$ cat config.mk
export PLATFORM = sky130hd
export DESIGN_NAME = uart_tx_serializer
export DESIGN_NICKNAME = d
export VERILOG_FILES = /design/src/rtl/uart_tx_serializer.sv
export SDC_FILE = /design/constraint.sdc
export NUM_CORES = 1
export LEC_CHECK = 0
export BUFFER_PORTS_ARGS = -buffer_cell sky130_fd_sc_hd__buf_4
export CAP_MARGIN = 15
export CORE_MARGIN = 8
export CORE_UTILIZATION = 30
export CTS_BUF_LIST = sky130_fd_sc_hd__clkbuf_16
export DETAILED_ROUTE_END_ITERATION = 10
export GPL_ROUTABILITY_DRIVEN = 1
export HOLD_SLACK_MARGIN = 0.12
export PLACE_DENSITY = 0.52
export SLEW_MARGIN = 30
export SYNTH_ARGS = -nofsm -noshare
export SYNTH_HDL_FRONTEND = slang
export SYNTH_SLANG_ARGS = --single-unit
$ cat constraint.sdc
create_clock -name clk -period 2 [get_ports clk]
set_clock_uncertainty 0.2 [all_clocks]
set_input_delay 0.1 -clock clk [delete_from_list [all_inputs] [get_ports clk]]
set_output_delay 0.1 -clock clk [all_outputs]
set_load 0.005 [all_outputs]
$ cat src/rtl/uart_tx_serializer.sv
`default_nettype none
// ============================================================================
// Module   : uart_tx_serializer
// Desc     : 8N1 UART transmitter with internal baud counter. Define the
//            macro UART_TX_PARITY_EN to insert an even-parity bit before stop.
// Revision : 1.0 - initial release
// ============================================================================
module uart_tx_serializer #(
  parameter int CLKS_PER_BIT = 434
) (
  input  logic       clk,
  input  logic       rst,
  input  logic       tx_start_i,
  input  logic [7:0] tx_data_i,
  output logic       tx_out_o,
  output logic       tx_busy_o,
  output logic       tx_done_o
);

  localparam int c_CNT_W = (CLKS_PER_BIT > 1) ? $clog2(CLKS_PER_BIT) : 1;
  localparam logic [c_CNT_W-1:0] c_BAUD_LAST = c_CNT_W'(CLKS_PER_BIT - 1);

  localparam logic [2:0] c_IDLE  = 3'd0;
  localparam logic [2:0] c_START = 3'd1;
  localparam logic [2:0] c_DATA  = 3'd2;
  localparam logic [2:0] c_STOP  = 3'd3;
`ifdef UART_TX_PARITY_EN
  localparam logic [2:0] c_PARITY = 3'd4;
`endif

  logic [2:0]         state_q, state_d;
  logic [c_CNT_W-1:0] baud_q, baud_d;
  logic [2:0]         idx_q, idx_d;
  logic [7:0]         shift_q, shift_d;
  logic               w_bit_end;
`ifdef UART_TX_PARITY_EN
  logic               par_q, par_d;
`endif

  assign w_bit_end = (baud_q == c_BAUD_LAST);

  always_ff @(posedge clk or posedge rst) begin
    if (rst) begin
      state_q <= c_IDLE;
      baud_q  <= '0;
      idx_q   <= '0;
      shift_q <= '0;
    end else begin
      state_q <= state_d;
      baud_q  <= baud_d;
      idx_q   <= idx_d;
      shift_q <= shift_d;
    end
  end

`ifdef UART_TX_PARITY_EN
  // Parity is captured at accept because the shift register drains to zero.
  always_ff @(posedge clk or posedge rst) begin
    if (rst) begin
      par_q <= 1'b0;
    end else begin
      par_q <= par_d;
    end
  end
`endif

  always_comb begin
    state_d = state_q;
    baud_d  = baud_q;
    idx_d   = idx_q;
    shift_d = shift_q;
`ifdef UART_TX_PARITY_EN
    par_d   = par_q;
`endif
    if (state_q != c_IDLE) begin
      baud_d = w_bit_end ? '0 : baud_q + 1'b1;
    end
    case (state_q)
      c_IDLE: begin
        if (tx_start_i) begin
          state_d = c_START;
          baud_d  = '0;
          idx_d   = '0;
          shift_d = tx_data_i;
`ifdef UART_TX_PARITY_EN
          par_d   = ^tx_data_i;
`endif
        end
      end
      c_START: begin
        if (w_bit_end) state_d = c_DATA;
      end
      c_DATA: begin
        if (w_bit_end) begin
          shift_d = {1'b0, shift_q[7:1]};
          idx_d   = idx_q + 3'd1;
          if (idx_q == 3'd7) begin
`ifdef UART_TX_PARITY_EN
            state_d = c_PARITY;
`else
            state_d = c_STOP;
`endif
          end
        end
      end
`ifdef UART_TX_PARITY_EN
      c_PARITY: begin
        if (w_bit_end) state_d = c_STOP;
      end
`endif
      c_STOP: begin
        if (w_bit_end) state_d = c_IDLE;
      end
      default: state_d = c_IDLE;
    endcase
  end

  always_comb begin
    tx_out_o  = 1'b1;
    tx_busy_o = (state_q != c_IDLE);
    tx_done_o = 1'b0;
    case (state_q)
      c_START:  tx_out_o  = 1'b0;
      c_DATA:   tx_out_o  = shift_q[0];
`ifdef UART_TX_PARITY_EN
      c_PARITY: tx_out_o  = par_q;
`endif
      c_STOP:   tx_done_o = w_bit_end;
      default:  tx_out_o  = 1'b1;
    endcase
  end

endmodule
`default_nettype wire

## Word level (Yosys, flattened, before mapping)

Cells that the tools add are included.

| word-level totals | value |
|---|---|
| register bits after elaboration | 23 |
| bits of input ports | 11 |
| logic and storage cells | 39 |

| operators by class | value |
|---|---|
| add/subtract/negate cells | 2 |
| equal/unequal tests | 10 |
| muxes and demuxes | 18 |
| reduce and logical (&&, ||, !) cells | 5 |

Operators by type and width:

| kind | count |
|---|---|
| $mux 9 | 4 |
| $mux 3 | 7 |
| $mux 8 | 2 |
| $pmux 8 s2 | 1 |
| $pmux 3 s4 | 1 |
| $ne 2x2->1 const B | 5 |
| $add 9x1->9 const B | 1 |
| $eq 9x9->1 const B | 1 |
| $eq 3x2->1 const B | 2 |
| $pmux 3 s2 | 1 |
| $reduce_and 5->1 | 1 |
| $add 3x1->3 const B | 1 |
| $eq 3x1->1 const B | 1 |
| $eq 3x3->1 const B | 1 |
| $logic_not 3->1 | 1 |
| $reduce_and 3->1 | 1 |
| $reduce_bool 3->1 | 1 |
| $pmux 1 s2 | 1 |
| $reduce_bool 2->1 | 1 |
| $mux 1 | 1 |

## Depth between registers and ports, before layout

Gate-level depths: netlist of the first run.

| logic depth | value |
|---|---|
| depth after elaboration | 5 |
| gate-level depth with buffers | 7 |
| depth with buffers taken out | 6 |

## Worst setup path after synthesis of the first run

Ideal clock, no wire load.

| timing path | value |
|---|---|
| path type | register to register |
| from | register baud_q[6] |
| to | register state_q[1] |
| library setup time | 0.127 ns |
| arrival | 1.707 ns |
| setup slack | -0.035 ns |
| stages on the path, launching flop included | 6 |
| path through | dfrtp_1 buf_6 or4b_4 nor2_4 o221a_2 mux2_1 |

| on the way | value |
|---|---|
| word-level cells in the longest chain between the ends | 3 |
| elaborated cells between the ends (all ways) | 5 |

Ends and longest elaborated chain:

| what | RTL line | source |
|---|---|---|
| start, declared | 32 | `logic [c_CNT_W-1:0] baud_q, baud_d;` |
| start signal, assigned | 50 | `baud_q <= baud_d;` |
| $eq 9x9->1 * | 40 | `assign w_bit_end = (baud_q == c_BAUD_LAST);` |
| $ne 2x2->1 (no line) | - |  |
| $reduce_and 5->1 (no line) * | - |  |
| end signal, assigned | 44 | `state_q <= c_IDLE;` |
| end signal, assigned | 49 | `state_q <= state_d;` |
| end, declared | 31 | `logic [2:0] state_q, state_d;` |

Mark *: on every way between the ends. The rest lies on a longest branch, timed or not.
A chain may end at the register's enable or synchronous reset.

## Worst setup path after layout of the first run

| timing path | value |
|---|---|
| from | register baud_q[3] |
| to | register state_q[1] |

Same word-level chain as after synthesis.

==> out/summary.txt, run 1 <==
Critical-path cell list: or4b_4 > nor2_4 > o221a_2 > mux2_1
Max-slew headroom: 79.45%
IO buf count: 13
Worst Tran Pin Value: 305.5 ps
Share of cells above drive strength 1: 24.86%
NumNets Final: 206
Internal Pwr Total: 0.001469 W
Min-delay worst type: in -> async
Syn Nets: 164
PD cells: 1333 nW/um^2
DRC: 0
Setup crit start kind: flip-flop
Fmax: 518.6 MHz
Via Count: 1268
Area grow syn2layout: 35.37%
Die H: 82.59 um
Status: completed
WP buf/inv: 0
Clock transition at path regs: 60 ps
Post-synth EDFFs: 0
Fin. max-slew vios: 0
CTS H-tree lvls: 1
# diodes: 0
Sw power: 0.0009303 W
Final Wtd Congestion: 0.8276
Total GRT Usage: 11.08%
Final Critical Period: 1928 ps
RSZ-0062 raised after global routing: no
Cells after Synth: 145
Leak Pwr: 0.7945 nW
WL per Instance: 14.89 um
Congestion Overflow GR: 0
Clock power frac: 17.5%
Dominant synthesized flop cell: dfrtp_1
Avg Vias per Cell: 5.350
Yosys reg bits: 22
Switching Fraction: 38.77%
Largest net degree at the start of global routing: 23
Row count: 24
Initial antenna violation count: 0
Maxcap violations: 0
Hold Vio Cnt, Final: 0
WP data required: 1930 ps
Max Root-Sink Buffers: 2
Share of power burned in registers: 30.7%
Ys async rst share: 100.0%
CTS sink count: 22
VDD IR-drop max: 0.5795 mV
Dpl hpwl: 2.650 mm
Core box area: 4324 sq um
Final WL: 3.530 mm
Antenna viol nets, final: 0
Syn Area/Cell: 9.173 sq um
Vias in the first global route: 1278
Syn Std Cell Area: 1330 sq um
Root buffer cell: clkbuf_16
Final period utilization: 96.42%
Die X: 82.59 um
CTS tree: done
First-pass GRT wire length: 6.003 mm
Gate power share: 51.8%
Crit path max fanout: 5
Setup TNS: 0 ps
Worst-Skew Late Latency: 250 ps
DIE AREA: 6820 sq um
CP endpoint kind: flip-flop
Synth cell types: 38
Starting density of the core: 30.76%
Largest stage delay, worst path: 600 ps
Data arrival time of the critical path: 1860 ps
Total power: 0.002399 W
Initial DRC count: 109
Num ports: 14
Critical path's slowest cell: or4b_4
CTS Buf Count: 3
First-pass iteration count of the detailed router: 4
YS warnings: 0
Post-synthesis sequential area ratio: 41.39%
Setup violators final: 0
Setup CP Type: reg -> reg
Top delay family on crit path: simple AND/OR/NAND/NOR gates
## kinds of logic after synthesis
logic type | Yosys count | synth area share, %
AO/OA/AOI/OAI | 49 | 24.08
AND/OR/NAND/NOR | 49 | 19.57
flip-flops | 22 | 41.39
buffers and inverters | 13 | 4.234
adder cells (fa/ha/maj) | 8 | 7.526
multiplexers | 4 | 3.198
## cell usage in the layout, fill, tap and decap left out, types with 2 or more instances in the layout
master | synthesis | layout
nor3_1 | 2 | 2
nand4_1 | 6 | 6
dlygate4sd3_1 | 0 | 10
ha_2 | 0 | 2
and3_1 | 3 | 3
nand3_1 | 4 | 4
ha_1 | 8 | 6
nand2_1 | 17 | 17
o21ai_0 | 15 | 14
a31oi_1 | 5 | 5
a21boi_0 | 2 | 2
a22oi_1 | 3 | 3
inv_1 | 7 | 6
nor4_1 | 2 | 2
nor2_1 | 9 | 9
o221ai_1 | 2 | 2
buf_4 | 0 | 33
a21oi_1 | 7 | 7
and4_1 | 2 | 2
o22a_1 | 2 | 2
o31ai_1 | 2 | 2
dfrtp_1 | 22 | 22
a2bb2oi_1 | 2 | 2
clkbuf_16 | 0 | 3
## registers in the layout (all words and copies together), names as in the netlist
register  cells
state_q       2
idx_q         3
baud_q        9
shift_q       8
## synth_stat cells (all sizes together) (2+ instances only)
master	count	share of area [%]
nand2	17	4.8
nand3	4	1.5
a31oi	5	2.4
ha	8	7.5
mux2i	2	1.5
nand4	6	2.8
o31ai	2	1.1
a22oi	3	1.7
o22a	2	1.3
and4	2	1.3
nor4	2	0.94
o221ai	2	1.3
o21ai	16	6.0
clkbuf	5	1.4
a21oi	7	2.6
nor3	2	0.75
dfrtp	22	41
a2bb2oi	2	1.3
inv	7	2.0
a21boi	2	1.1
and3	3	1.4
nor2	10	3.4
mux2	2	1.7
## worst min-delay path: stages
cell           delay, ps
dlygate4sd3_1        530
buf_4                130
inv_1                 40
buf_4                290
## worst paths after layout
kind	from	to	slack, ps	depth (start not counted)
worst max-delay path	baud_q[3]	state_q[1]	70	4
worst min-delay path	rst	shift_q[5]	250	4
worst max register to register	baud_q[3]	state_q[1]	70	4
worst min register to register	idx_q[0]	idx_q[0]	290	1
max in group asynchronous	rst	baud_q[1]	1120	4
min in group clk	idx_q[0]	idx_q[0]	290	1
## cell type report
type	instances	area [sq um]
clock buffer	3	75.07
fill	443	2524
inverter	7	26.28
multi-input combinational	110	735.7
sequential	22	550.5
tap	52	65.06
timing repair buffer	43	347.8
## metrics by stage
| stage | util, % | setup slack [ps] | hold WS (ps) | cells | cell area [sq um] |
|---|---|---|---|---|---|
| final | 41.64 | 71.57 | 247.2 | 237 | 1800 |
| after global placement | 37.30 | 85.69 | -36.14 | 224 | 1613 |
| after CTS | 41.35 | 63.16 | 255.8 | 237 | 1788 |
| after global routing | 41.64 | 3.894 | 276.6 | 237 | 1800 |
| after detailed placement | 37.30 | 68.63 | -28.18 | 224 | 1613 |
| after floorplan | - | 11.79 | -110.8 | 145 | 1331 |
## metal layers
| layer | global-route usage (%) | vias to the layer above | part of all wire (%) |
|---|---|---|---|
| li1 | - | 624 | - |
| met1 | 14.00 | 618 | 48 |
| met2 | 19.03 | 24 | 48 |
| met3 | 2.706 | 2 | 4.4 |
| met4 | 1.552 | 0 | 0.34 |
| met5 | 0 | - | 0 |
## power by group through the flow
stage	Sequential, W	Clock, W	Combinational, W
6_report	0.000737	0.000420	0.00124
5_1_grt	0.000762	0.000447	0.00140
3_3_place_gp	0.000744	0	0.00117
3_5_place_dp	0.000743	0	0.00120
2_1_floorplan	0.000730	0	0.000751
4_1_cts	0.000736	0.000430	0.00122
## timing repair
item	in CTS	in global routing
resized for setup	0	6
hold buffers	10	0
hold endpoints to repair	31	0
setup endpoints to repair	0	14
buffers inserted	0	0
Note: power is estimated with default switching activity, not from simulation.
==> run 2, diff against run 1 <==
--- a/config.mk
+++ b/config.mk
@@ -14,6 +14,7 @@
 export GPL_ROUTABILITY_DRIVEN = 1
 export HOLD_SLACK_MARGIN = 0.12
 export PLACE_DENSITY = 0.52
+export REMOVE_ABC_BUFFERS = 1
 export SLEW_MARGIN = 30
 export SYNTH_ARGS = -nofsm -noshare
 export SYNTH_HDL_FRONTEND = slang
==> out/summary.txt, run 2 (same netlist as run 1, synthesis figures left out) <==
Leak Pwr: 0.7908 nW (was 0.7945 nW)
Final WL: 3.556 mm (was 3.530 mm)
Die X: 82.59 um (unchanged)
Max Root-Sink Buffers: 2 (unchanged)
Hold Vio Cnt, Final: 0 (unchanged)
First-pass iteration count of the detailed router: 5 (was 4)
CTS tree: done (unchanged)
Final Wtd Congestion: 0.7927 (was 0.8276)
Most frequent cells in the layout: 30 x buf_4, 22 x dfrtp_1, 17 x nand2_1 (was 33 x buf_4, 22 x dfrtp_1, 17 x nand2_1)
VDD IR-drop max: 0.5792 mV (was 0.5795 mV)
Most common cell after layout, fill and taps aside: buf_4 (unchanged)
Largest net degree at the start of global routing: 23 (unchanged)
Via Count: 1278 (was 1268)
RSZ-0062 raised after global routing: yes (was no)
Initial antenna violation count: 0 (unchanged)
CTS Buf Count: 3 (unchanged)
Largest regs: baud_q x9, shift_q x8, idx_q x3 (unchanged)
Antenna viol nets, final: 0 (unchanged)
Final core utilization: 41.44% (was 41.64%)
WL per Instance: 15.13 um (was 14.89 um)
PD cells: 1347 nW/um^2 (was 1333 nW/um^2)
Clock transition at path regs: 60 ps (about the same)
WP data required: 1940 ps (was 1930 ps)
Largest stage delay, worst path: 590 ps (was 600 ps)
IO buf count: 13 (unchanged)
Setup Buffers After CTS: 0 (unchanged)
Max reg flops: 9 (unchanged)
Row count: 24 (unchanged)
Num ports: 14 (unchanged)
Setup crit start kind: flip-flop (unchanged)
Maxcap violations: 0 (unchanged)
Dpl hpwl: 2.628 mm (was 2.650 mm)
Congestion Overflow GR: 0 (unchanged)
Setup violators final: 0 (unchanged)
Final std cells w/o fill: 235 (was 237)
Die H: 82.59 um (unchanged)
Setup CP Type: reg -> reg (unchanged)
Min-delay worst type: in -> async (unchanged)
Worst-Skew Late Latency: 250 ps (about the same)
Share of cells above drive strength 1: 22.95% (was 24.86%)
Initial DRC count: 91 (was 109)
Vias in the first global route: 1242 (was 1278)
Reg with most FFs: baud_q (unchanged)
NumNets Final: 204 (was 206)
DRC: 0 (unchanged)
# diodes: 0 (unchanged)
CP endpoint kind: flip-flop (unchanged)
Avg Vias per Cell: 5.438 (was 5.350)
Status: completed (unchanged)
First-pass GRT wire length: 5.947 mm (was 6.003 mm)
Area grow syn2layout: 34.71% (was 35.37%)
Cells after DPL: 222 (was 224)
Starting density of the core: 30.76% (unchanged)
WP buf/inv: 0 (unchanged)
Total GRT Usage: 11.24% (was 11.08%)
Critical path's slowest cell: or4b_4 (unchanged)
Fmax: 520.8 MHz (was 518.6 MHz)
CTS H-tree lvls: 1 (unchanged)
Max-slew headroom: 78.94% (was 79.45%)
Top delay family on crit path: simple AND/OR/NAND/NOR gates (unchanged)
DIE AREA: 6820 sq um (unchanged)
Core box area: 4324 sq um (unchanged)
Data arrival time of the critical path: 1860 ps (about the same)
Final period utilization: 96.01% (was 96.42%)
Critical-path cell list: or4b_4 > nor2_4 > o221a_2 > mux2_1 (unchanged)
Worst Tran Pin Value: 313.1 ps (was 305.5 ps)
Root buffer cell: clkbuf_16 (unchanged)
Setup TNS: 0 ps (unchanged)
CTS sink count: 22 (unchanged)
Crit path max fanout: 5 (unchanged)
Fin. max-slew vios: 0 (unchanged)
Final Critical Period: 1920 ps (was 1928 ps)
[run 2: timing repair]
item | 4_1_cts | 5_1_grt
setup endpoints to repair | 0 | 14
hold buffers | 10 | 0
resized for setup | 0 | 4
hold endpoints to repair | 31 | 0
[run 2: area by class of cell]
class                           instances  area, sq um
Timing Repair Buffer                   41        345.3
Sequential cell                        22        550.5
Tap cell                               52        65.06
Clock buffer                            3        75.07
Inverter                                7        26.28
Multi-Input combinational cell        110        729.5
Fill cell                             433         2532
[run 2: path summary, 6_finish.rpt]
path,start,endpoint,slack (ps),cells past startpoint
max in group asynchronous,rst,baud_q[1],1130,4
min in group clk,idx_q[0],idx_q[0],300,1
max reg2reg,baud_q[2],state_q[1],80,4
min reg2reg,idx_q[0],idx_q[0],300,1
max,baud_q[2],state_q[1],80,4
min,rst,shift_q[3],240,4
[run 2: through the flow]
stage | setup WS, ps | hold WS (ps) | total power (W) | cell area (sq um)
after CTS | 1.272 | 241.5 | 0.002407 | 1785
after floorplan | -48.30 | -110.8 | 0.001445 | 1300
after global routing | -56.53 | 303.2 | 0.002617 | 1792
after detailed placement | 24.58 | -38.86 | 0.001964 | 1610
after global placement | 92.63 | -40.48 | 0.001924 | 1610
final | 79.89 | 243.1 | 0.002414 | 1792
[run 2: power by group]
part           switching, W  leakage (nW)  internal [W]
clock              0.000156        0.0370      0.000264
combinational      0.000662         0.473      0.000581
sequential         0.000129         0.281      0.000622
[run 2: worst register-to-register path: stages (launching register included)]
cell and delay, ps:
dfrtp_1 380, or4b_4 590, nor2_4 110, o221a_2 210, mux2_1 330
[run 2: per-layer routing]
metal  vias to the layer above  track usage, %  share of wire (%)
met5                         -               0                  0
met4                         0           2.586               0.65
met3                         5           3.139                5.2
met2                        37           19.11                 49
met1                       613           13.77                 45
li1                        623               -                  -
